**src/rtl/buzzer_arbiter.sv**
```systemverilog
// Fixed-priority arbiter sharing one piezo buzzer between NREQ requesters.
// Each grant plays a square tone for a set number of ms, then a silent guard gap.
module buzzer_arbiter #(
    parameter int NREQ   = 3,
    parameter int CLK_HZ = 50_000_000,
    parameter int HP_W   = 22,
    parameter int DUR_W  = 12,
    parameter int GAP_MS = 10
) (
    input  logic                    clk_i,
    input  logic                    rst_n_i,
    input  logic [NREQ-1:0]         req_i,
    input  logic [NREQ*HP_W-1:0]    half_period_i,
    input  logic [NREQ*DUR_W-1:0]   dur_ms_i,
    output logic [NREQ-1:0]         grant_o,
    output logic [NREQ-1:0]         done_o,
    output logic                    busy_o,
    output logic                    buzzer_o
);
    localparam int TICKS = CLK_HZ / 1000;
    localparam int PRE_W = (TICKS > 1) ? $clog2(TICKS) : 1;
    localparam int GAP_W = $clog2(GAP_MS + 1);
    localparam int MS_W  = (DUR_W > GAP_W) ? DUR_W : GAP_W;
    localparam int IDX_W = (NREQ > 1) ? $clog2(NREQ) : 1;
    localparam logic [PRE_W-1:0] TICK_LAST = PRE_W'(TICKS - 1);
    localparam logic [MS_W-1:0]  GAP_LAST  = MS_W'(GAP_MS - 1);

    typedef enum logic [1:0] {IDLE, PLAY, GAP} state_t;

    state_t            state_reg;
    logic [IDX_W-1:0]  idx_reg;
    logic [HP_W-1:0]   hp_reg;
    logic [HP_W-1:0]   hp_cnt_reg;
    logic [DUR_W-1:0]  dur_reg;
    logic [PRE_W-1:0]  pre_reg;
    logic [MS_W-1:0]   ms_reg;

    logic [HP_W-1:0]   hp_slice  [NREQ];
    logic [DUR_W-1:0]  dur_slice [NREQ];

    generate
        for (genvar gi = 0; gi < NREQ; gi++) begin : g_unpack
            assign hp_slice[gi]  = half_period_i[gi*HP_W +: HP_W];
            assign dur_slice[gi] = dur_ms_i[gi*DUR_W +: DUR_W];
        end
    endgenerate

    // Lowest set index wins: scan downwards so the last hit is the smallest.
    logic             pick_valid;
    logic [IDX_W-1:0] pick_idx;
    always_comb begin
        pick_valid = 1'b0;
        pick_idx   = '0;
        for (int i = NREQ - 1; i >= 0; i--) begin
            if (req_i[i]) begin
                pick_valid = 1'b1;
                pick_idx   = IDX_W'(i);
            end
        end
    end

    logic [HP_W-1:0]  pick_hp;
    logic [DUR_W-1:0] pick_dur;
    logic [NREQ-1:0]  pick_onehot;
    logic             ms_tick;
    logic             play_last;
    logic             gap_last;
    assign pick_hp     = hp_slice[pick_idx];
    assign pick_dur    = dur_slice[pick_idx];
    assign pick_onehot = NREQ'(1) << pick_idx;
    assign ms_tick     = (pre_reg == TICK_LAST);
    assign play_last   = ms_tick && (ms_reg == MS_W'(dur_reg) - MS_W'(1));
    assign gap_last    = ms_tick && (ms_reg == GAP_LAST);

    always_ff @(posedge clk_i) begin
        if (!rst_n_i) begin
            state_reg  <= IDLE;
            idx_reg    <= '0;
            hp_reg     <= '0;
            hp_cnt_reg <= '0;
            dur_reg    <= '0;
            pre_reg    <= '0;
            ms_reg     <= '0;
            grant_o    <= '0;
            done_o     <= '0;
            busy_o     <= 1'b0;
            buzzer_o   <= 1'b0;
        end else begin
            done_o <= '0;
            case (state_reg)
                IDLE: begin
                    pre_reg    <= '0;
                    ms_reg     <= '0;
                    hp_cnt_reg <= '0;
                    buzzer_o   <= 1'b0;
                    if (pick_valid) begin
                        idx_reg <= pick_idx;
                        hp_reg  <= (pick_hp == '0) ? HP_W'(1) : pick_hp;
                        dur_reg <= pick_dur;
                        busy_o  <= 1'b1;
                        if (pick_dur != '0) begin
                            state_reg <= PLAY;
                            grant_o   <= pick_onehot;
                        end else begin
                            state_reg <= GAP;
                            done_o    <= pick_onehot;
                        end
                    end
                end
                PLAY: begin
                    if (!req_i[idx_reg] || play_last) begin
                        // Abort takes precedence: a dropped request never gets done.
                        state_reg <= GAP;
                        done_o    <= req_i[idx_reg] ? grant_o : '0;
                        grant_o   <= '0;
                        buzzer_o  <= 1'b0;
                        pre_reg   <= '0;
                        ms_reg    <= '0;
                    end else begin
                        if (ms_tick) begin
                            pre_reg <= '0;
                            ms_reg  <= ms_reg + MS_W'(1);
                        end else begin
                            pre_reg <= pre_reg + PRE_W'(1);
                        end
                        if (hp_cnt_reg == hp_reg - HP_W'(1)) begin
                            hp_cnt_reg <= '0;
                            buzzer_o   <= ~buzzer_o;
                        end else begin
                            hp_cnt_reg <= hp_cnt_reg + HP_W'(1);
                        end
                    end
                end
                GAP: begin
                    buzzer_o <= 1'b0;
                    if (gap_last) begin
                        state_reg <= IDLE;
                        busy_o    <= 1'b0;
                        pre_reg   <= '0;
                        ms_reg    <= '0;
                    end else if (ms_tick) begin
                        pre_reg <= '0;
                        ms_reg  <= ms_reg + MS_W'(1);
                    end else begin
                        pre_reg <= pre_reg + PRE_W'(1);
                    end
                end
                default: state_reg <= IDLE;
            endcase
        end
    end
endmodule
```
**config.mk**
```make
export PLATFORM = sky130hd
export DESIGN_NAME = buzzer_arbiter
export DESIGN_NICKNAME = d
export VERILOG_FILES = /design/src/rtl/buzzer_arbiter.sv
export SDC_FILE = /design/constraint.sdc
export NUM_CORES = 1
export LEC_CHECK = 0
export CORE_ASPECT_RATIO = 2
export CORE_UTILIZATION = 25
export CTS_CLUSTER_SIZE = 10
export DETAILED_ROUTE_END_ITERATION = 6
export MAX_ROUTING_LAYER = met4
export SLEW_MARGIN = 30
export SYNTH_ARGS = -nofsm -noshare
export SYNTH_HDL_FRONTEND = slang
export SYNTH_SLANG_ARGS = --single-unit
```
**constraint.sdc**
```tcl
create_clock -name clk_i -period 2.81 [get_ports clk_i]
set_input_delay 0.562 -clock clk_i [delete_from_list [all_inputs] [get_ports clk_i]]
set_output_delay 0.562 -clock clk_i [all_outputs]
set_load 0.1 [all_outputs]
```
==> flow_metrics.tcl, run 1 <==
set metrics [dict create \
    dp_hpwl_um 16350 \
    viasPerCell 5.004 \
    synthArstFlopShare_pct 0 \
    insertion_delay_ns 0.36 \
    antenna_found_initial 0 \
    place.gp.congestion 0.9104 \
    hold_ws_ns 0.4766 \
    hold_viol_final 0 \
    setup_violations 0 \
    skew_ns 0.007842 \
    gr-max-usage-layer "met2" \
    crit_required_ns 3.06 \
    grtUsageMet2_pct 29.97 \
    avgSynthCellArea_um2 7.506 \
    path_delay_family "simple AND/OR/NAND/NOR gates" \
    syn_nets 993 \
    synth_edf_count 0 \
    path_clk_slew_ns 0.07 \
    crit_type "reg2reg" \
    critPathBufInv 3 \
    synth_cells 876 \
    crit_start "hp_reg[1]" \
    drt_wl_total_um 20940 \
    slew_violations 0 \
    drive_above_1_share_pct 18.76 \
    n_antenna_cell 0 \
    firstDrtPassIters 4 \
    grt_max_degree 42 \
    numClockSinks 96 \
    cp_cell_sequence "inv_2 > ha_4 > or4b_4 > or4_4 > nand4b_1 > o21ai_1 > a311oi_2 > buf_4 > nand4_4 > buf_12 > mux2i_1 > a41o_1" \
    max_slew.worst_pin.slew_ns 0.5553 \
    io_pins 115 \
    start_util_pct 25.53 \
    leakagePower_nw 3.601 \
    critPathLaunchType "flop" \
    slew_headroom_pct 62.64 \
    fin_nets 1194 \
    r2r-start "hp_reg[1]" \
    max_freq_mhz 357.9 \
    critPathSlowestCell "or4b_4" \
    crit_arrival_ns 3.05 \
    io_buffers 114 \
    cts_htree_levels 3 \
    hold_buffers 0 \
    drt_iter0_drc 336 \
    cts.path.max_buffers 2 \
    grt_pass1_vias 6908 \
    status "finished, final reports clean" \
    grt.met1_usage_pct 16.65 \
    synth.area.top_cells "dfxtp_1 (29%), nand2_1 (8.8%), mux2i_1 (4.7%), xnor2_1 (4.7%), o21ai_0 (4.2%)" \
    numCtsBuffers 9 \
    hold_depth 2 \
    ys.flop_type "dfxtp_1" \
    finalCriticalPeriod_ns 2.794 \
    hp-class "reg2reg" \
    yosysTopAreaCellShare_pct 29.23 \
    ant_nets 0 \
    seq_area_frac_synth_pct 29.23 \
    cp_max_fo 18 \
    r2r_end "buzzer_o" \
    grt_pass1_wl_um 33640 \
    cts_root_buffer "clkbuf_16" \
    min_from "hp_reg[12]" \
    peakVddDrop_mv 0.3698 \
    groute.usage.overall_pct 16.24 \
    area_growth_pct 43.81 \
    ys_types 65 \
    core-area_um2 25750 \
    whs_endpoint "hp_reg[12]" \
    post_drt_wl_per_cell_um 14.72 \
    overflow 0 \
    post-route-period-util_pct 99.44 \
    ff2ff_path_depth 12 \
    rsz0062_at_grt "yes" \
    grtUsageMet3_pct 1.543 \
    vias 7115 \
    drc 0 \
    layout_common_cells "nand2_1 (154), buf_4 (130), clkdlybuf4s50_1 (106), dfxtp_1 (93), o21ai_0 (55)" \
    die_area_um2 26990 \
    synth_top_cell_by_area "dfxtp_1" \
    die_w_um 116.7 \
    place_ws_ns -0.2516 \
    final_common_cell "nand2_1" \
    die_h_um 231.3 \
    fin_ws_ns 0.01577 \
    yosysWarnings 0 \
    rows 83 \
    critPathCaptureType "flop" \
    timing.reg2reg.setup_slack_ns 0.02 \
    cap_violations 0 \
    p_per_area_nw_per_um2 630.3 \
    slowest_delay_ns 0.52 \
    syn-cell-area_um2 6575 \
    synth-seq-cells 96 \
    cts_tree "yes" \
]
logic make-up (layout without fill, tap and decap cells):
family          count (synthesis)  count (layout)  share of synthesized area (%)
simple gates                  400             400                          30.88
compound gates                206             206                          20.49
mux                            31              31                          4.719
xor+xnor                       58              58                          7.726
flops                          96              96                          29.23
buf+inv                        75             281                          5.043
fa+ha+maj                      10              10                          1.903
synthesized netlist by cell type, types with 3 or more instances:
cell	number
or3_1	6
clkbuf_1	45
nand3b_1	6
nor2b_1	5
a41oi_2	7
ha_1	10
nand4_1	28
or2_2	4
xor2_1	23
o2111ai_1	3
a22oi_1	13
a211oi_1	5
buf_6	6
xnor2_1	35
and3_1	21
nor4_1	19
and2_1	4
mux2i_1	31
nor3_1	19
a2bb2oi_1	4
buf_2	4
a41oi_1	4
or4_1	4
a21oi_1	53
o21ai_1	7
o31ai_1	5
o21ai_0	55
nor2_1	55
inv_1	17
nand4b_1	14
nand2_1	155
nand2b_1	13
dfxtp_1	96
nor4b_1	5
a31oi_1	21
nor3b_1	3
nand3_1	30
o311ai_1	6
buf_1	3
per-layer routing:
metal  routed length (um)  vias to the layer above  part of all wire, %
li1                     -                     3590                    -
met1                 8096                     3324                   39
met2                11630                      159                   56
met3                  466                       42                  2.2
met4                  746                        0                  3.6
met5                    0                        -                    0
final cells by class:
cell class / instances / area (um2)
clock buffer: 10 / 229.0
clock inverter: 6 / 68.82
fill: 2805 / 16300
inverter: 17 / 63.81
multi-input combinational: 705 / 4464
sequential: 96 / 1926
tap: 340 / 425.4
timing repair buffer: 248 / 2278
worst min-delay path, cell delays in order, from the launching register on:
cell and delay (ns):
dfxtp_1 0.32, nand2_1 0.06, a21oi_1 0.06
through the flow:
stage / utilization, % / area, um2 / cells / TNS [ns] / power [W]
floorplan: - / 6599 / 876 / 0 / 0.003414
global placement: 34.81 / 8966 / 1400 / -2.674 / 0.004554
detailed placement: 34.81 / 8966 / 1400 / -3.269 / 0.004591
CTS: 36.02 / 9276 / 1416 / 0 / 0.005883
global route: 36.71 / 9455 / 1422 / -0.2299 / 0.006337
finish: 36.71 / 9455 / 1422 / 0 / 0.005960
worst max-delay path by stage:
| stage | to | slack [ns] | depth (start not counted) |
|---|---|---|---|
| global placement | hp_reg[15] | -0.20 | 11 |
| CTS | buzzer_o | 0.001 | 12 |
| detailed placement | hp_reg[2] | -0.25 | 11 |
| finish | buzzer_o | 0.02 | 12 |
| global route | buzzer_o | -0.06 | 12 |
| floorplan | hp_cnt_reg[14] | 0.009 | 13 |
power breakdown:
group | internal (W) | leakage (nW) | switching, W | total, W
Clock | 0.000695 | 0.143 | 0.000569 | 0.00126
Sequential | 0.00151 | 0.782 | 0.000141 | 0.00165
Combinational | 0.00139 | 2.68 | 0.00165 | 0.00304
Total | 0.00360 | 3.60 | 0.00236 | 0.00596
what timing repair did:
action                                 in CTS  in global routing
cloned                                      0                  2
setup endpoints to repair                  16                 27
buffers inserted                            0                  4
endpoints found under the hold margin       0                  0
gates resized for setup                     3                 20
pin swaps                                   1                  7
Power figures use the tool's default switching activity.
==> run 2, diff against run 1 <==
- CORE_MARGIN: unset -> 2
- SLEW_MARGIN: 30 -> unset
==> run 2 against run 1 <==
Via count shrank 2.7%. Maximum frequency grew 0.70%. Sequential share of layout area up 0.35 points. Critical path depth rose by 1. Global-route usage fell by 2.3 points. Count of clock-buffer cells in the layout rose by 1. Sequential power barely moved. Critical endpoint unchanged. Largest power group unchanged.
==> flow_metrics.tcl, run 2 (same netlist as run 1, synthesis figures left out) <==
set metrics [dict create \
    io_pins 115 \
    hold_viol_final 0 \
    crit_type "reg2reg" \
    critPathSlowestCell "or4b_4" \
    drc 0 \
    grt_pass1_wl_um 31880 \
    leakagePower_nw 3.509 \
    slew_headroom_pct 62.53 \
    critPathCaptureType "flop" \
    drive_above_1_share_pct 17.78 \
    drt_wl_total_um 19200 \
    cp_max_fo 7 \
    path_clk_slew_ns 0.07 \
    die_w_um 118.7 \
    finalCriticalPeriod_ns 2.775 \
    n_antenna_cell 0 \
    fin_nets 1175 \
    crit_arrival_ns 3.02 \
    die_h_um 233.3 \
    antenna_found_initial 0 \
    insertion_delay_ns 0.35 \
    cts.path.max_buffers 2 \
    path_delay_family "simple AND/OR/NAND/NOR gates" \
    finalPower_w 0.005887 \
    final_common_cell "nand2_1" \
    timing.reg2reg.setup_slack_ns 0.04 \
    grt_max_degree 47 \
    dp_hpwl_um 14910 \
    critPathLaunchType "flop" \
    post_drt_wl_per_cell_um 13.65 \
    critPathBufInv 4 \
    fin_area_um2 9314 \
    vias 6921 \
    numClockSinks 96 \
    viasPerCell 4.919 \
    numCtsBuffers 9 \
    post-route-period-util_pct 98.75 \
    cts_root_buffer "clkbuf_16" \
    start_util_pct 25.23 \
    max_slew.worst_pin.slew_ns 0.5577 \
    p_per_area_nw_per_um2 632.1 \
    hp-class "reg2reg" \
    cap_violations 0 \
    area_growth_pct 41.66 \
    place.gp.congestion 0.9093 \
    grt_pass1_vias 6701 \
    rsz0062_at_grt "yes" \
    crit_required_ns 3.05 \
    layout_common_cells "nand2_1 (155), buf_4 (116), clkdlybuf4s50_1 (106), dfxtp_1 (90)" \
    die_area_um2 27690 \
    groute.usage.overall_pct 13.94 \
    ant_nets 0 \
    core-area_um2 26070 \
    slew_violations 0 \
    cts_tree "yes" \
    overflow 0 \
    max_freq_mhz 360.4 \
    slowest_delay_ns 0.50 \
    hold_ws_ns 0.4924 \
    io_buffers 114 \
    rows 84 \
    setup_violations 0 \
    peakVddDrop_mv 0.3215 \
    place_area_um2 8773 \
    status "finished, final reports clean" \
    drt_iter0_drc 371 \
    skew_ns 0.009381 \
    firstDrtPassIters 4 \
    cp_cell_sequence "inv_2 > ha_4 > or4b_4 > buf_6 > buf_4 > nor3_2 > xnor2_1 > nand2_1 > nor4_4 > nand4_4 > buf_12 > mux2i_1 > a41o_1" \
    cts_htree_levels 3 \
]
[run 2: cell count changes in the layout (fill, tap and decap cells not counted), sizes merged]
cell | before | now
clkbuf | 12 | 13
bufinv | 1 | 2
clkinv | 3 | 0
buf | 140 | 121
inv | 18 | 19
[run 2: area by class of cell]
cell class	count	area, um2
well taps	344	430.4
inverters	17	63.81
flip-flops and latches	96	1929
clock buffers	11	242.7
clock inverters	5	87.58
repair buffers	229	2073
multi-input cells	705	4487
fillers	2769	16750
[run 2: path summary, 6_finish.rpt]
check               endpoint       start  cells past startpoint
setup / recovery    buzzer_o   hp_reg[1]                     13
hold / removal    dur_reg[9]  dur_reg[9]                      2
setup reg to reg    buzzer_o   hp_reg[1]                     13
hold reg to reg   dur_reg[9]  dur_reg[9]                      2
[run 2: repair_timing]
item                                    CTS  global route
setup buffers                             0             2
endpoints found under the setup margin   14            44
gates resized for setup                   2            29
cloned                                    0             2
pin swaps                                 0            11
hold buffers                              0             0
[run 2: worst reg2reg max path, stage by stage (launching register included)]
cell and delay [ns]:
dfxtp_2 0.32, inv_2 0.06, ha_4 0.12, or4b_4 0.50, buf_6 0.16, buf_4 0.14
nor3_2 0.14, xnor2_1 0.14, nand2_1 0.11, nor4_4 0.26, nand4_4 0.21, buf_12 0.20
mux2i_1 0.12, a41o_1 0.20
[run 2: through the flow]
stage	setup WS, ns	setup TNS (ns)	cells	util [%]
2_1_floorplan	0.009001	0	876	-
6_report	0.03522	0	1407	35.73
4_1_cts	0.01373	0	1403	34.96
3_5_place_dp	-0.2276	-2.795	1387	33.66
5_1_grt	-0.09807	-0.4960	1407	35.73
3_3_place_gp	-0.1877	-1.878	1387	33.66
[run 2: power by group]
part / leakage, nW / switching (W) / internal [W]
clock network: 0.158 / 0.000547 / 0.000814
logic: 2.57 / 0.00158 / 0.00129
registers: 0.784 / 0.000140 / 0.00151
total: 3.51 / 0.00227 / 0.00362
[run 2: metal layers]
layer  track usage [%]  routed length (um)
met5                 -                   0
met4             3.757                 256
met3             1.440                 744
met2             23.19                9162
met1             17.98                9037
